===== config.mk =====
export PLATFORM = sky130hd
export DESIGN_NAME = key_event_ctrl
export DESIGN_NICKNAME = d
export VERILOG_FILES = /design/src/rtl/key_event_ctrl.sv
export SDC_FILE = /design/constraint.sdc
export NUM_CORES = 1
export LEC_CHECK = 0
export CORE_MARGIN = 2
export CORE_UTILIZATION = 55
export CTS_BUF_LIST = sky130_fd_sc_hd__clkbuf_2
export DETAILED_ROUTE_END_ITERATION = 6
export HOLD_SLACK_MARGIN = 0.08
export PLACE_DENSITY = 0.77
export SYNTH_ARGS = -nofsm -noshare
export SYNTH_HDL_FRONTEND = slang
export SYNTH_SLANG_ARGS = --single-unit
export TNS_END_PERCENT = 10

===== constraint.sdc =====
create_clock -name CLK -period 2.9 [get_ports CLK]
set_input_delay 0.87 -clock CLK [delete_from_list [all_inputs] [get_ports CLK]]
set_output_delay 0.87 -clock CLK [all_outputs]
set_load 0.1 [all_outputs]

===== src/rtl/key_event_ctrl.sv =====
// Keypad front end: debounces the scanner's key-present level, queues one event per press
// in a FWFT FIFO, and raises a sticky overflow flag when a key is lost. Optional auto-repeat
// is enabled by defining KEY_EVENT_CTRL_AUTOREPEAT_EN.
module key_event_ctrl #(
    parameter int DEBOUNCE_CYCLES = 4,
    parameter int FIFO_DEPTH      = 4,
    parameter int REPEAT_DELAY    = 64,
    parameter int REPEAT_PERIOD   = 16
) (
    input  logic                            CLK,
    input  logic                            RESET,
    input  logic                            KeyRead,
    input  logic [3:0]                      BCDKey,
    input  logic                            KEY_READY,
    input  logic                            CLR_OVF,
    output logic [3:0]                      KEY_CODE,
    output logic                            KEY_VALID,
    output logic                            OVERFLOW,
    output logic [$clog2(FIFO_DEPTH):0]     FIFO_COUNT
);

    localparam int AW = $clog2(FIFO_DEPTH);
    localparam int CW = AW + 1;
    localparam logic [7:0]    DB_LAST = 8'(DEBOUNCE_CYCLES);
    localparam logic [CW-1:0] FULL    = CW'(FIFO_DEPTH);

    if (DEBOUNCE_CYCLES < 2 || DEBOUNCE_CYCLES > 255) begin : g_bad_debounce
        $error("DEBOUNCE_CYCLES out of range");
    end
    if (FIFO_DEPTH < 2 || FIFO_DEPTH > 16 || (FIFO_DEPTH & (FIFO_DEPTH - 1)) != 0) begin : g_bad_depth
        $error("FIFO_DEPTH must be a power of two in 2..16");
    end
    if (REPEAT_DELAY < 1 || REPEAT_PERIOD < 1) begin : g_bad_repeat
        $error("REPEAT_DELAY and REPEAT_PERIOD must be positive");
    end

    typedef enum logic [1:0] {IDLE, DEBOUNCE, HELD, RELEASE} state_t;

    state_t     state_q, state_d;
    logic [7:0] cnt_q, cnt_d;
    logic [3:0] cap_q, cap_d;
    logic       db_push;
    logic       push_req;

    // NOTE: every output of a combinational block gets a default first, so no path can infer a latch.
    always_comb begin
        state_d = state_q;
        cnt_d   = cnt_q;
        cap_d   = cap_q;
        db_push = 1'b0;
        case (state_q)
            IDLE: begin
                if (KeyRead) begin
                    cap_d   = BCDKey;
                    cnt_d   = 8'd1;
                    state_d = DEBOUNCE;
                end
            end
            DEBOUNCE: begin
                if (KeyRead && BCDKey == cap_q) begin
                    cnt_d = cnt_q + 8'd1;
                    if (cnt_d == DB_LAST) begin
                        db_push = 1'b1;
                        state_d = HELD;
                    end
                end else begin
                    state_d = IDLE;
                end
            end
            HELD: begin
                if (!KeyRead) begin
                    cnt_d   = 8'd1;
                    state_d = RELEASE;
                end
            end
            RELEASE: begin
                if (KeyRead) begin
                    state_d = HELD;  // release bounce: back to held, no new event
                end else begin
                    cnt_d = cnt_q + 8'd1;
                    if (cnt_d == DB_LAST) state_d = IDLE;
                end
            end
            default: state_d = IDLE;
        endcase
    end

    // NOTE: sequential state uses non-blocking assignments so every register samples pre-edge values.
    always_ff @(posedge CLK) begin
        if (!RESET) begin
            state_q <= IDLE;
            cnt_q   <= '0;
            cap_q   <= '0;
        end else begin
            state_q <= state_d;
            cnt_q   <= cnt_d;
            cap_q   <= cap_d;
        end
    end

`ifdef KEY_EVENT_CTRL_AUTOREPEAT_EN
    logic [15:0] rep_q, rep_d;
    logic        rep_first_q, rep_first_d;
    logic        rep_push;

    // Counter freezes in RELEASE so a release bounce resumes the same repeat schedule.
    always_comb begin
        rep_d       = rep_q;
        rep_first_d = rep_first_q;
        rep_push    = 1'b0;
        case (state_q)
            HELD: begin
                if (KeyRead) begin
                    rep_d = rep_q + 16'd1;
                    if (rep_d == (rep_first_q ? 16'(REPEAT_DELAY) : 16'(REPEAT_PERIOD))) begin
                        rep_push    = 1'b1;
                        rep_d       = '0;
                        rep_first_d = 1'b0;
                    end
                end
            end
            RELEASE: begin
                rep_d       = rep_q;
                rep_first_d = rep_first_q;
            end
            default: begin
                rep_d       = '0;
                rep_first_d = 1'b1;
            end
        endcase
    end

    always_ff @(posedge CLK) begin
        if (!RESET) begin
            rep_q       <= '0;
            rep_first_q <= 1'b1;
        end else begin
            rep_q       <= rep_d;
            rep_first_q <= rep_first_d;
        end
    end

    assign push_req = db_push | rep_push;
`else
    assign push_req = db_push;
`endif

    logic [3:0]    mem [FIFO_DEPTH];
    logic [AW-1:0] wr_ptr, rd_ptr, rd_next;
    logic [CW-1:0] count_q;
    logic [3:0]    head_q;
    logic          ovf_q;
    logic          pop, push_ok, drop;

    assign pop     = (count_q != '0) && KEY_READY;
    assign push_ok = push_req && ((count_q != FULL) || pop);
    assign drop    = push_req && (count_q == FULL) && !pop;
    assign rd_next = rd_ptr + 1'b1;

    // NOTE: the storage array has no reset; only pointers and count define what is valid.
    always_ff @(posedge CLK) begin
        if (push_ok) mem[wr_ptr] <= cap_q;
    end

    always_ff @(posedge CLK) begin
        if (!RESET) begin
            wr_ptr  <= '0;
            rd_ptr  <= '0;
            count_q <= '0;
            head_q  <= '0;
            ovf_q   <= 1'b0;
        end else begin
            if (push_ok) wr_ptr <= wr_ptr + 1'b1;
            if (pop)     rd_ptr <= rd_next;
            if (push_ok && !pop)      count_q <= count_q + 1'b1;
            else if (pop && !push_ok) count_q <= count_q - 1'b1;

            // Head register keeps KEY_CODE a flop output under fall-through.
            if (push_ok && (count_q == '0 || (count_q == CW'(1) && pop)))
                head_q <= cap_q;
            else if (pop && count_q > CW'(1))
                head_q <= mem[rd_next];

            if (drop)         ovf_q <= 1'b1;
            else if (CLR_OVF) ovf_q <= 1'b0;
        end
    end

    assign KEY_CODE   = head_q;
    assign KEY_VALID  = (count_q != '0);
    assign OVERFLOW   = ovf_q;
    assign FIFO_COUNT = count_q;

endmodule


---- Word-level counts from Yosys, hierarchy flattened ----
Memory sizes are Yosys's and may differ from the RTL's.
Cells that the tools add are included.
word-level totals
  register bits after elaboration ......... 26
  memory bits (writable) .................. 16
  bits of input ports ..................... 9
  output and inout bits ................... 9
  logic and storage cells ................. 75
  memories ................................ 1
memory list
  memory  depth  width  rd ports  clocked after Yosys merged registers in  write ports  line  RTL
  mem     4      4      1         0                                        1            148   logic [3:0] mem [FIFO_DEPTH];
operators by class
  add/sub/neg operators ................... 5
  $lt $le $gt $ge ......................... 1
  eq/ne operators ......................... 14
  mux-type cells .......................... 23
  reduce and logical (&&, ||, !) cells .... 23
operators by type and width
  operator             count
  $mux 8               4
  $pmux 8 s4           1
  $mux 2               6
  $logic_and 1x1->1    10
  $ne 3x3->1 const B   3
  $add 8x1->8 const B  1
  $eq 8x3->1 const B   1
  $mux 4               2
  $ne 2x2->1 const B   4
  $pmux 2 s4           1
  $reduce_and 4->1     2
  $mux 1               7
  $mux 3               2
  $reduce_bool 2->1    3
  $add 2x1->2 const B  2
  $eq 2x2->1 const B   2
  $eq 4x4->1           1
  $add 3x1->3 const B  1
  $eq 3x1->1 const B   1
  $eq 3x3->1 const B   1
  $gt 3x1->1 const B   1
  $logic_not 3->1      1
  $reduce_bool 3->1    1
  $sub 3x1->3 const B  1
  5 further kinds      7

---- Depth between registers and ports, before layout ----
  depth after elaboration ................. 10
  mapped depth ............................ 10
  gate-level depth less buffers ........... 10

---- Least setup slack after synthesis ----
No wires, ideal clock.
  path type ............................... register -> register
  start point ............................. register count_q[0], in the netlist FIFO_COUNT[0]
  end point ............................... register count_q[2], in the netlist FIFO_COUNT[2]
  library setup time ...................... 0.071 ns
  arrival time ............................ 3.298 ns
  data required time ...................... 2.829 ns
  slack ................................... -0.469 ns
  cell stages (with the launch flop) ...... 8
  clock period less this slack ............ 3.369 ns
  cells stage by stage .................... dfxtp_1 > inv_1 > ha_1 > nand2b_1 > nand2_1 > ha_1 > or3_1 > a21oi_1
between the ends
  longest elaborated chain between the ends .. 7
RTL lines
  what                                line  RTL
  from (decl)                         150   logic [CW-1:0] count_q;
  from (signal assigned)              175   if (push_ok && !pop) count_q <= count_q + 1'b1;
  from (signal assigned)              176   else if (pop && !push_ok) count_q <= count_q - 1'b1;
  $reduce_bool 3->1 (*)               n/a
  via KEY_VALID                       17    output logic KEY_VALID,
  $logic_and 1x1->1 (*)               155   assign pop = (count_q != '0) && KEY_READY;
  $logic_or 1x1->1                    156   assign push_ok = push_req && ((count_q != FULL) || pop);
  $logic_and 1x1->1                   156
  $logic_not 1->1                     176
  $logic_and 1x1->1                   176
  $reduce_bool 2->1 (no source line)  n/a
Mark *: on every way through the listed nets, which the timed path passes. The rest lies on a longest branch. The select of a mux whose other input is x is not followed.
A chain may end at the register's enable or synchronous reset.

---- Worst setup path after layout ----
  start point ............................. input BCDKey[1]
  end point ............................... register count_q[2], in the netlist FIFO_COUNT[2]
between the ends
  longest elaborated chain between the ends .. 8
RTL lines
  what                                line  RTL
  from (decl)                         13    input logic [3:0] BCDKey,
  $eq 4x4->1 (*)                      60    if (KeyRead && BCDKey == cap_q) begin
  $logic_and 1x1->1 (*)               60
  $mux 1 (*)                          60
  $mux 1 (*)                          51    case (state_q)
  $logic_and 1x1->1 (*)               156
  via push_ok                         153   logic pop, push_ok, drop;
  $logic_not 1->1                     176
  $logic_and 1x1->1                   176
  $reduce_bool 2->1 (no source line)  n/a
Mark *: on every way through the listed nets, which the timed path passes. The rest lies on a longest branch.

==> impl_metrics.env <==
export IMPL_cp_arrival_ns=2.79
export IMPL_path_clk_slew_ns=0.22
export IMPL_dr_pass1_iters=4
export IMPL_fmax_mhz=411.3
export IMPL_p_clk_share_pct=31.5
export IMPL_synth_async_reset_ratio_pct=0
export IMPL_synth_edf_count=16
export IMPL_die_area_sq_mm=0.004192
export IMPL_ctsRootBufferMaster="clkbuf_2"
export IMPL_cts_setup_buffers=0
export IMPL_first_global_vias=1438
export IMPL_hold_class="reg -> reg"
export IMPL_cts_tree="built"
export IMPL_ir_drop_uv=307.2
export IMPL_antenna_found_initial=0
export IMPL_place_congestion=0.8311
export IMPL_critPathLaunchType="primary input"
export IMPL_overflow=0
export IMPL_fp_row_count=22
export IMPL_path_max_fanout=5
export IMPL_core_sq_mm=0.003606
export IMPL_drt_total_wl_um=3902
export IMPL_io_buffers=17
export IMPL_syn_area_sq_mm=0.002029
export IMPL_finalMaxSlewViolations=0
export IMPL_seqPwrFrac_pct=48.2
export IMPL_syn_inst=183
export IMPL_clock_latency_ns=0.41
export IMPL_grt_pass1_wl_um=6630
export IMPL_ys_seq_area_share_pct=49.32
export IMPL_layout_cells_non_filler=255
export IMPL_antennaDiodeCount=0
export IMPL_die_h_um=64.75
export IMPL_syn_num_nets=202
export IMPL_internal_power_uw=951.4
export IMPL_clk_path_buf_depth=2
export IMPL_avgSynthCellArea_sq_um=11.09
export IMPL_required_ns=3.26
export IMPL_area_growth_pct=15.78
export IMPL_report_final_setup_viol=0
export IMPL_vias=1445
export IMPL_avgViaCountPerCell=5.667
export IMPL_cts_hold_buf=0
export IMPL_grt_setup_unrepaired="no"
export IMPL_ys_warn_count=0
export IMPL_die_w_um=64.75
export IMPL_slew_headroom_pct=70.64
export IMPL_cp_end_kind="register"
export IMPL_skew_ns=0.01232
export IMPL_maxCapViolCount=0
export IMPL_start_util_pct=56.28
export IMPL_period_share_pct=83.85
export IMPL_antenna_left=0
export IMPL_min_period_ns=2.432
export IMPL_leakage_nw=0.9256
export IMPL_drt_initial_drc_count=94
export IMPL_tns_ns=0
export IMPL_final_nets=225
export IMPL_critPathKind="in -> reg"
export IMPL_hold_ws_ns=0.5068
export IMPL_net_switching_power_uw=415.1
export IMPL_cts_made_buffers=5
export IMPL_status="finished, final reports clean"
export IMPL_worst_pin_slew_ns=0.4358
export IMPL_synth_ff_type="dfxtp_1"
export IMPL_cts_resized=0
export IMPL_synthDistinctLibCells=39
export IMPL_final_layout_size_suffix_gt1_share_pct=18.36
export IMPL_drcViolationCount=0
export IMPL_track_usage_pct=20.86
export IMPL_ys_ff_latch=42
export IMPL_ios=18
export IMPL_powerDensity_mw_per_mm2=581.5
export IMPL_drt_wirelength_per_cell_um=15.30
export IMPL_hold_viol_final=0
export IMPL_swShare_pct=30.38
export IMPL_dp_cells=247
export IMPL_hpwlAfterDp_um=2883
export IMPL_htree_levels=2
export IMPL_clock_sinks=42
export IMPL_grt_max_degree=18
export IMPL_combinationalPowerShare_pct=20.3
power by group through the flow:
stage          Combinational, mW  Clock [mW]  Sequential, mW
2_1_floorplan              0.143           0           0.733
3_3_place_gp               0.269           0           0.668
3_5_place_dp               0.276           0           0.671
4_1_cts                    0.278       0.439           0.659
5_1_grt                    0.293       0.464           0.662
6_report                   0.277       0.431           0.658
cells in the mapped netlist (5+ instances only):
master,instances,area [sq um]
edfxtp_1,16,480.5
nand3_1,5,25.02
nand2_1,5,18.77
clkbuf_1,5,18.77
a211oi_1,6,45.04
and3_2,6,45.04
ha_1,10,125.1
xor2_1,9,78.83
nor2_1,17,63.81
o21ai_0,7,35.03
nand2b_1,5,31.28
inv_1,8,30.03
dfxtp_1,26,520.5
mux2i_1,10,100.1
a21oi_1,9,45.04
worst paths after layout:
kind                            depth (start not counted)  slack [ns]             startpoint                    endpoint
worst max-delay path                                    8        0.47              BCDKey[1]  FIFO_COUNT[2]$_SDFFE_PN0P_
worst max register to register                          7        0.56  cnt_q[3]$_SDFFE_PN0P_  FIFO_COUNT[2]$_SDFFE_PN0P_
worst min-delay path                                    1        0.51  cnt_q[7]$_SDFFE_PN0P_       cnt_q[7]$_SDFFE_PN0P_
worst min register to register                          1        0.51  cnt_q[7]$_SDFFE_PN0P_       cnt_q[7]$_SDFFE_PN0P_
kinds of logic after synthesis:
kind of cell | after synthesis | synth area share [%]
compound gates | 37 | 12.33
fa+ha+maj | 10 | 6.165
simple gates | 55 | 15.66
buf+inv | 15 | 2.836
mux | 14 | 9.372
flops | 42 | 49.32
xor+xnor | 10 | 4.316
final cells by class:
type	count	area, sq um
Tap cell	48	60.06
Multi-Input combinational cell	126	973.4
Timing Repair Buffer	22	185.2
Inverter	9	33.78
Sequential cell	42	1003
Fill cell	296	1256
Clock inverter	3	68.82
Clock buffer	5	25.02
state kept, by name (all words and copies together), names as in the netlist:
signal	flops
rd_ptr	2
state_q	2
KEY_CODE	4
cap_q	4
cnt_q	8
mem	16
OVERFLOW	1
FIFO_COUNT	3
wr_ptr	2
through the flow:
stage / power [mW] / area, sq um / worst slack (ns) / util, %
3_3_place_gp: 0.9373 / 2256 / 0.1099 / 62.56
3_5_place_dp: 0.9470 / 2256 / 0.03961 / 62.56
6_report: 1.366 / 2350 / 0.4685 / 65.16
2_1_floorplan: 0.8755 / 2034 / 0.1684 / -
4_1_cts: 1.375 / 2350 / 0.4631 / 65.16
5_1_grt: 1.419 / 2350 / 0.3796 / 65.16
cell usage in the layout, fill, tap and decap left out, types with 2 or more instances in the layout:
| cell | synthesis | final |
|---|---|---|
| a211oi_1 | 6 | 6 |
| a21oi_1 | 9 | 9 |
| a311oi_1 | 2 | 2 |
| a31oi_1 | 4 | 4 |
| a32o_1 | 3 | 3 |
| and2_1 | 2 | 2 |
| and3_1 | 2 | 2 |
| and3_2 | 6 | 6 |
| buf_4 | 0 | 14 |
| bufinv_16 | 0 | 2 |
| clkbuf_2 | 0 | 5 |
| clkdlybuf4s50_1 | 0 | 8 |
| dfxtp_1 | 26 | 24 |
| dfxtp_2 | 0 | 2 |
| edfxtp_1 | 16 | 16 |
| ha_1 | 10 | 10 |
| inv_1 | 8 | 8 |
| mux2i_1 | 10 | 10 |
| mux4_2 | 4 | 4 |
| nand2_1 | 5 | 5 |
| nand2b_1 | 5 | 4 |
| nand3_1 | 5 | 5 |
| nand4_1 | 2 | 2 |
| nor2_1 | 17 | 17 |
| nor2b_1 | 3 | 3 |
| nor3_4 | 2 | 2 |
| o21ai_0 | 7 | 7 |
| xor2_1 | 9 | 9 |
per-layer routing:
layer | up-vias | GRT usage (%) | share of wire [%]
met1 | 683 | 24.57 | 44
met5 | - | 0 | 0
met4 | 0 | 5.585 | 1.2
li1 | 720 | - | -
met2 | 36 | 37.63 | 51
met3 | 6 | 5.208 | 4.1
critical path: stages:
cell	delay [ns]
clkdlybuf4s50_1	0.45
xor2_1	0.18
nor3_4	0.21
nand4_1	0.15
nor2_1	0.13
ha_1	0.28
or3_1	0.38
a21oi_1	0.14
Power figures use the tool's default switching activity.
